<file path="src/rtl/ctrl_seq_pkg.sv">
// ctrl_seq_pkg: shared types and constants for the fetch-path sequencer.
//   - state_t        : sequencer states (SKIP exists only with CTRL_SEQ_SKIP_EN)
//   - instr_class_t  : instruction classes produced by ctrl_seq_decode
//   - opcode match/mask constants (RJMP, BRBx, IJMP, JMP, LPM, two-word set)
//   - mux-select encodings for mode12K and modeAddZA
// Build option: CTRL_SEQ_SKIP_EN (enables the SKIP state).
package ctrl_seq_pkg;

`ifdef CTRL_SEQ_SKIP_EN
    typedef enum logic [1:0] {
        ST_FETCH = 2'd0,
        ST_EXEC  = 2'd1,
        ST_JMP2  = 2'd2,
        ST_SKIP  = 2'd3
    } state_t;
`else
    typedef enum logic [1:0] {
        ST_FETCH = 2'd0,
        ST_EXEC  = 2'd1,
        ST_JMP2  = 2'd2
    } state_t;
`endif

    typedef enum logic [2:0] {
        CLS_OTHER = 3'd0,
        CLS_RJMP  = 3'd1,
        CLS_BRBX  = 3'd2,
        CLS_IJMP  = 3'd3,
        CLS_JMP   = 3'd4,
        CLS_LPM   = 3'd5
    } instr_class_t;

    // Opcode classification constants
    localparam logic [15:0] RJMP_MASK   = 16'hF000;
    localparam logic [15:0] RJMP_MATCH  = 16'hC000;
    localparam logic [15:0] BRBX_MASK   = 16'hF800;
    localparam logic [15:0] BRBX_MATCH  = 16'hF000;
    localparam logic [15:0] IJMP_OP     = 16'h9409;
    localparam logic [15:0] JMP_MASK    = 16'hFE0E;
    localparam logic [15:0] JMP_MATCH   = 16'h940C;
    localparam logic [15:0] LPM_OP      = 16'h95C8;
    // Two-word opcodes: JMP/CALL and LDS/STS
    localparam logic [15:0] TW_JC_MASK  = 16'hFE0C;
    localparam logic [15:0] TW_JC_MATCH = 16'h940C;
    localparam logic [15:0] TW_LS_MASK  = 16'hFC0F;
    localparam logic [15:0] TW_LS_MATCH = 16'h9000;

    // Adder select
    localparam logic [1:0] M12K_PLUS1 = 2'b00;
    localparam logic [1:0] M12K_PLUS2 = 2'b01;
    localparam logic [1:0] M12K_PLUSK = 2'b10;

    // Next-PC select
    localparam logic [1:0] MAZA_ADDER = 2'b00;
    localparam logic [1:0] MAZA_Z     = 2'b10;
    localparam logic [1:0] MAZA_A     = 2'b11;

    function automatic logic is_two_word(input logic [15:0] w);
        return ((w & TW_JC_MASK) == TW_JC_MATCH) || ((w & TW_LS_MASK) == TW_LS_MATCH);
    endfunction

endpackage

</file>
<file path="src/rtl/ctrl_seq_decode.sv">
// ctrl_seq_decode: pure combinational instruction classifier.
// Ports:
//   i_word      in  16  instruction word to classify
//   o_class     out  3  instruction class (instr_class_t)
//   o_K         out 16  sign-extended relative offset (RJMP k12, BRBx k7), else 0
//   o_two_word  out  1  word is the first half of a two-word opcode
module ctrl_seq_decode
    import ctrl_seq_pkg::*;
(
    input  logic [15:0]  i_word,
    output instr_class_t o_class,
    output logic [15:0]  o_K,
    output logic         o_two_word
);

    always_comb begin
        o_class = CLS_OTHER;
        o_K     = '0;
        if ((i_word & RJMP_MASK) == RJMP_MATCH) begin
            o_class = CLS_RJMP;
            o_K     = {{4{i_word[11]}}, i_word[11:0]};
        end else if ((i_word & BRBX_MASK) == BRBX_MATCH) begin
            o_class = CLS_BRBX;
            o_K     = {{9{i_word[9]}}, i_word[9:3]};
        end else if (i_word == IJMP_OP) begin
            o_class = CLS_IJMP;
        end else if ((i_word & JMP_MASK) == JMP_MATCH) begin
            o_class = CLS_JMP;
        end else if (i_word == LPM_OP) begin
            o_class = CLS_LPM;
        end
    end

    assign o_two_word = is_two_word(i_word);

endmodule

</file>
<file path="src/rtl/ctrl_sequencer.sv">
// ctrl_sequencer: instruction-cycle sequencer for the fetch path.
// Drives PC/IR load strobes and the adder / next-PC / PM-address selects,
// and gates datapath execution with a one-cycle strobe.
// Ports:
//   i_clk, i_reset_n        clock (rising edge), async active-low reset
//   i_IR [15:0]             current instruction register
//   i_PMDATA [15:0]         program-memory read data
//   i_sreg [7:0]            status flags
//   i_skip                  skip condition, valid in EXEC
//   i_stall                 freeze: suppresses loads/strobes and holds state
//   o_mode12K [1:0]         adder select (00 +1, 01 +2, 10 +K)
//   o_modeAddZA [1:0]       next-PC select (0x adder, 10 Z, 11 A)
//   o_modePCZ               PM address select (0 PC, 1 Z)
//   o_loadIR, o_loadPC      load strobes
//   o_K [15:0]              sign-extended branch offset
//   o_A [15:0]              latched absolute jump target
//   o_exec, o_lpm           datapath execute / LPM data-valid strobes
// Build option: CTRL_SEQ_SKIP_EN adds the SKIP state and honours i_skip.
module ctrl_sequencer
    import ctrl_seq_pkg::*;
(
    input  logic        i_clk,
    input  logic        i_reset_n,
    input  logic [15:0] i_IR,
    input  logic [15:0] i_PMDATA,
    input  logic [7:0]  i_sreg,
    input  logic        i_skip,
    input  logic        i_stall,
    output logic [1:0]  o_mode12K,
    output logic [1:0]  o_modeAddZA,
    output logic        o_modePCZ,
    output logic        o_loadIR,
    output logic        o_loadPC,
    output logic [15:0] o_K,
    output logic [15:0] o_A,
    output logic        o_exec,
    output logic        o_lpm
);

    state_t       state_q, state_d;
    logic [15:0]  a_q, a_d;

    instr_class_t ir_class, pm_class;
    logic [15:0]  ir_k, pm_k;
    logic         ir_two_word, pm_two_word;

    logic [1:0]   mode12k, mode_add_za;
    logic         mode_pcz, load_ir, load_pc, exec, lpm;

    ctrl_seq_decode u_dec_ir (
        .i_word     (i_IR),
        .o_class    (ir_class),
        .o_K        (ir_k),
        .o_two_word (ir_two_word)
    );

    // Second classifier instance looks ahead at the word after a skipped
    // instruction; only its two-word flag matters.
    ctrl_seq_decode u_dec_pm (
        .i_word     (i_PMDATA),
        .o_class    (pm_class),
        .o_K        (pm_k),
        .o_two_word (pm_two_word)
    );

`ifdef CTRL_SEQ_SKIP_EN
    logic unused_bits;
    assign unused_bits = ^{pm_class, pm_k, ir_two_word};
`else
    logic unused_bits;
    assign unused_bits = ^{pm_class, pm_k, ir_two_word, pm_two_word, i_skip};
`endif

    always_ff @(posedge i_clk or negedge i_reset_n) begin
        if (!i_reset_n) begin
            state_q <= ST_FETCH;
            a_q     <= '0;
        end else begin
            state_q <= state_d;
            a_q     <= a_d;
        end
    end

    always_comb begin
        state_d     = state_q;
        a_d         = a_q;
        mode12k     = M12K_PLUS1;
        mode_add_za = MAZA_ADDER;
        mode_pcz    = 1'b0;
        load_ir     = 1'b0;
        load_pc     = 1'b0;
        exec        = 1'b0;
        lpm         = 1'b0;

        case (state_q)
            ST_FETCH: begin
                load_ir = 1'b1;
                load_pc = 1'b1;
                state_d = ST_EXEC;
            end
            ST_EXEC: begin
                state_d = ST_FETCH;
                case (ir_class)
                    CLS_RJMP: begin
                        mode12k = M12K_PLUSK;
                        load_pc = 1'b1;
                    end
                    CLS_BRBX: begin
                        // Bit 10 set = BRBC (branch on clear), so take when flag differs
                        mode12k = M12K_PLUSK;
                        load_pc = (i_sreg[i_IR[2:0]] != i_IR[10]);
                    end
                    CLS_IJMP: begin
                        mode_add_za = MAZA_Z;
                        load_pc     = 1'b1;
                    end
                    CLS_JMP: begin
                        // PC already addresses the second word; capture it as the target
                        a_d     = i_PMDATA;
                        state_d = ST_JMP2;
                    end
                    CLS_LPM: begin
                        mode_pcz = 1'b1;
                        lpm      = 1'b1;
                    end
                    default: begin
                        exec = 1'b1;
`ifdef CTRL_SEQ_SKIP_EN
                        if (i_skip) state_d = ST_SKIP;
`endif
                    end
                endcase
            end
            ST_JMP2: begin
                mode_add_za = MAZA_A;
                load_pc     = 1'b1;
                state_d     = ST_FETCH;
            end
`ifdef CTRL_SEQ_SKIP_EN
            ST_SKIP: begin
                load_pc = 1'b1;
                mode12k = pm_two_word ? M12K_PLUS2 : M12K_PLUS1;
                state_d = ST_FETCH;
            end
`endif
            default: state_d = ST_FETCH;
        endcase

        // Stall freezes state and target but leaves the selects decoded
        if (i_stall) begin
            load_ir = 1'b0;
            load_pc = 1'b0;
            exec    = 1'b0;
            lpm     = 1'b0;
            state_d = state_q;
            a_d     = a_q;
        end
    end

    assign o_mode12K   = i_reset_n ? mode12k     : '0;
    assign o_modeAddZA = i_reset_n ? mode_add_za : '0;
    assign o_modePCZ   = i_reset_n & mode_pcz;
    assign o_loadIR    = i_reset_n & load_ir;
    assign o_loadPC    = i_reset_n & load_pc;
    assign o_exec      = i_reset_n & exec;
    assign o_lpm       = i_reset_n & lpm;
    assign o_K         = i_reset_n ? ir_k : '0;
    assign o_A         = a_q;

endmodule

</file>
<file path="config.mk">
export PLATFORM = sky130hd
export DESIGN_NAME = ctrl_sequencer
export DESIGN_NICKNAME = d
export VERILOG_FILES = /design/src/rtl/ctrl_seq_pkg.sv /design/src/rtl/ctrl_seq_decode.sv /design/src/rtl/ctrl_sequencer.sv
export SDC_FILE = /design/constraint.sdc
export NUM_CORES = 1
export LEC_CHECK = 0
export CAP_MARGIN = 5
export CORE_UTILIZATION = 39
export CTS_CLUSTER_SIZE = 8
export DETAILED_ROUTE_END_ITERATION = 10
export GPL_TIMING_DRIVEN = 0
export PLACE_DENSITY = 0.85
export SYNTH_ARGS = -nofsm -noshare
export SYNTH_HDL_FRONTEND = slang
export SYNTH_SLANG_ARGS = --single-unit
</file>
<file path="constraint.sdc">
create_clock -name i_clk -period 5.5 [get_ports i_clk]
set_input_delay 1.65 -clock i_clk [delete_from_list [all_inputs] [get_ports i_clk]]
set_output_delay 1.65 -clock i_clk [all_outputs]
set_load 0.05 [all_outputs]
</file>
==> metrics.csv <==
stage,metric,value,unit
yosys,Mapped Cells,130,
route,1st-iter DRT viols,32,
floorplan,die width,60.5,microns
floorplan,Initial Util,42.3,%
route,final WL,3.80,mm
timing,fmax,0.183,GHz
power_and_ir_drop,Pwr Density,137,mW/mm^2
yosys,sequential area share after synthesis,33.8,%
cts,post-cts hold buffer count,0,
timing,Layout Skew,3.60,ps
finish,post-route cell area,0.00228,sq mm
floorplan,io pins,85,
finish,nets,267,
timing,Final setup viols,0,
power_and_ir_drop,LEAKAGE,1.10,nW
cts,Worst-path clk slew,100,ps
grt,global-route wire length before repair,5.83,mm
route,DRC,0,
critical_path,Crit-path slowest cell,clkdlybuf4s50_1,
grt,GRT Residual Overflow,0,
floorplan,core area,0.00315,sq mm
yosys,Synth cell types,41,
timing,slew margin rel.,61.8,%
grt,initial antenna violation count,0,
timing,final worst path period share,99.1,%
hold_path,Hold WC Path Type,reg -> reg,
placed_design,Placer Congestion,0.802,
critical_path,CP bufs+invs,2,
critical_path,Reg2Reg Depth,7,
timing,slew of the pin with the lowest slew margin,573,ps
route,vias per std cell,5.16,
placed_design,IO buf count,81,
cts,Clock Sinks,18,
floorplan,overall die area,0.00366,sq mm
critical_path,CP endpoint kind,output pin,
route,Vias,1346,
critical_path,crit path DAT,3800,ps
placed_design,Area after DPL,0.00221,sq mm
power_and_ir_drop,"IR drop worst, VDD",0.000117,V
placed_design,Detail Placement HPWL,2.97,mm
route,First-pass DRT Iterations,4,
cts,CTS tree,yes,
finish,"commonest non-fill, non-tap cell in the layout",clkdlybuf4s50_1,
floorplan,FP Rows,20,
grt,largest net degree at the start of global routing,27,
timing,hold slack,518,ps
yosys,#FFs+latches synth,18,
critical_path,Max Fanout on Critical Path,4,
critical_path,Levels on crit path,7,
timing,final count of hold timing violations,0,
yosys,Synth area leaders,"dfrtp_1, mux2_4, mux2_2",
cts,worst skew pair latency,290,ps
cts,H-tree levels,1,
critical_path,"CP delay by family, top",simple AND/OR/NAND/NOR gates,
yosys,Mean Syn Cell Area,10.3,sq um
critical_path,worst path cell trace,clkdlybuf4s50_1 -> and4bb_1 -> nand4b_2 -> nor3_1 -> or2_2 -> and3_1 -> clkdlybuf4s15_2,
critical_path,Crit path largest cell delay,460,ps
grt,Tot GR Track Use,21.2,%
grt,vias in the first global route,1347,
yosys,post-synthesis instance area,0.00133,sq mm
finish,n_diodes,0,
critical_path,Worst Setup Start Kind,input pin,
critical_path,CP Class,in -> out,
power_and_ir_drop,total power,313,uW
cts,CTS Root Buffer Type,clkbuf_4,
run,max cap viols,0,
route,DR WL/cell,14.6,microns
yosys,syn nets,179,
critical_path,Crit path required time,3850,ps
cts,Num CTS Buffers,3,
floorplan,Die Height,60.5,microns
route,Routed Antenna Nets,0,
cts,CTS Buffer Depth,2,
yosys,yosys warns,0,
outcome,outcome,"finished, final reports clean",
yosys,Yosys top cell area share,33.8,%
hold_path,hold path depth,1,
finish,most frequent cells in the layout,"clkdlybuf4s50_1, dfrtp_1, nand2_1",
yosys,Synth area leader,dfrtp_1,
timing,Slew Limit Fails,0,
finish,fraction of layout cells with a size suffix above 1,23.0,%
finish,Layout area overhead,71.2,%
timing,post-layout min period,5450,ps
[through the flow]
| stage | util, % | setup slack (ps) | std cells | setup TNS, ps |
|---|---|---|---|---|
| CTS | 71.4 | 9.62 | 259 | 0 |
| global placement | 70.1 | -754 | 255 | -11400 |
| detailed placement | 70.1 | -851 | 255 | -13120 |
| finish | 72.4 | 49.2 | 261 | 0 |
| global route | 72.4 | -15.3 | 261 | -15.3 |
| floorplan | - | 60.8 | 130 | 0 |
[path summary, 6_finish.rpt]
path,start,end,slack (ps)
setup / recovery,i_IR[9],o_modePCZ,50
hold / removal,o_A[9],o_A[9],520
setup reg to reg,state_q[1],o_A[1],3290
hold reg to reg,o_A[9],o_A[9],520
max in group asynchronous,i_reset_n,state_q[0],3700
min in group asynchronous,i_reset_n,o_A[3],1430
[timing repair]
item	in CTS	in global routing
gates resized for setup	43	11
setup buffers	0	2
hold endpoints to repair	0	0
pin swaps	0	2
endpoints found under the setup margin	24	11
[where the power goes]
group          leakage [nW]  internal (mW)  switching, mW
sequential            0.249          0.134        0.00183
clock                0.0210         0.0404         0.0402
combinational         0.827         0.0480         0.0489
total                  1.10          0.223         0.0909
[cell usage after synthesis (all sizes together)]
library cell / count
or2: 2
nand4: 2
nor2: 10
nand2: 12
nor4b: 3
nand3b: 3
o211a: 2
nor3: 2
a22oi: 6
or3: 1
nor3b: 1
o211ai: 1
and4b: 1
ha: 5
and3: 1
a21o: 1
mux2i: 4
nor2b: 6
clkbuf: 2
and2: 1
inv: 3
a21oi: 2
dfrtp: 18
a21boi: 5
conb: 1
xor2: 1
buf: 7
and2b: 1
nand2b: 1
o2bb2ai: 1
nand3: 3
and4bb: 1
a211o: 1
nand4b: 1
mux2: 16
o31ai: 1
o21ai: 1
[worst reg2reg max path, stage by stage, from the launching register on]
cell and delay [ps]:
dfrtp_1 450, inv_1 110, ha_1 250, o211ai_1 110, buf_4 170, nor4b_4 470
buf_8 230, mux2_4 310
[metal layers]
| metal | global-route usage [%] | wire length (microns) | part of all wire (%) | vias up |
|---|---|---|---|---|
| li1 | - | - | - | 637 |
| met5 | 0 | 0 | 0 | - |
| met1 | 24.1 | 1500 | 39 | 632 |
| met4 | 6.82 | 25 | 0.66 | 0 |
| met2 | 38.3 | 1860 | 49 | 73 |
| met3 | 5.76 | 425 | 11 | 4 |
[state kept, by name, indices dropped and copies added (netlist names)]
signal	cells
o_A	16
state_q	2
[area by class of cell]
type                    instances  area, sq um
well taps                      44         55.1
repair buffers                 83          817
plain buffers                   9         66.3
inverters                       3         11.3
multi-input cells             100          847
clock buffers                   4         36.3
fillers                       251          870
flip-flops and latches         18          450
[cells by family after synthesis]
group,after synthesis,synth area share (%)
AOI/OAI and AO/OA,21,11.8
xor gates and xnor gates,1,0.657
adders and majority gates,5,4.69
buffers and inverters,12,5.72
DFF,18,33.8
muxes,20,19.3
other,1,0.281
and+or+nand+nor,52,23.7
Note: power is estimated with default switching activity, not from simulation.
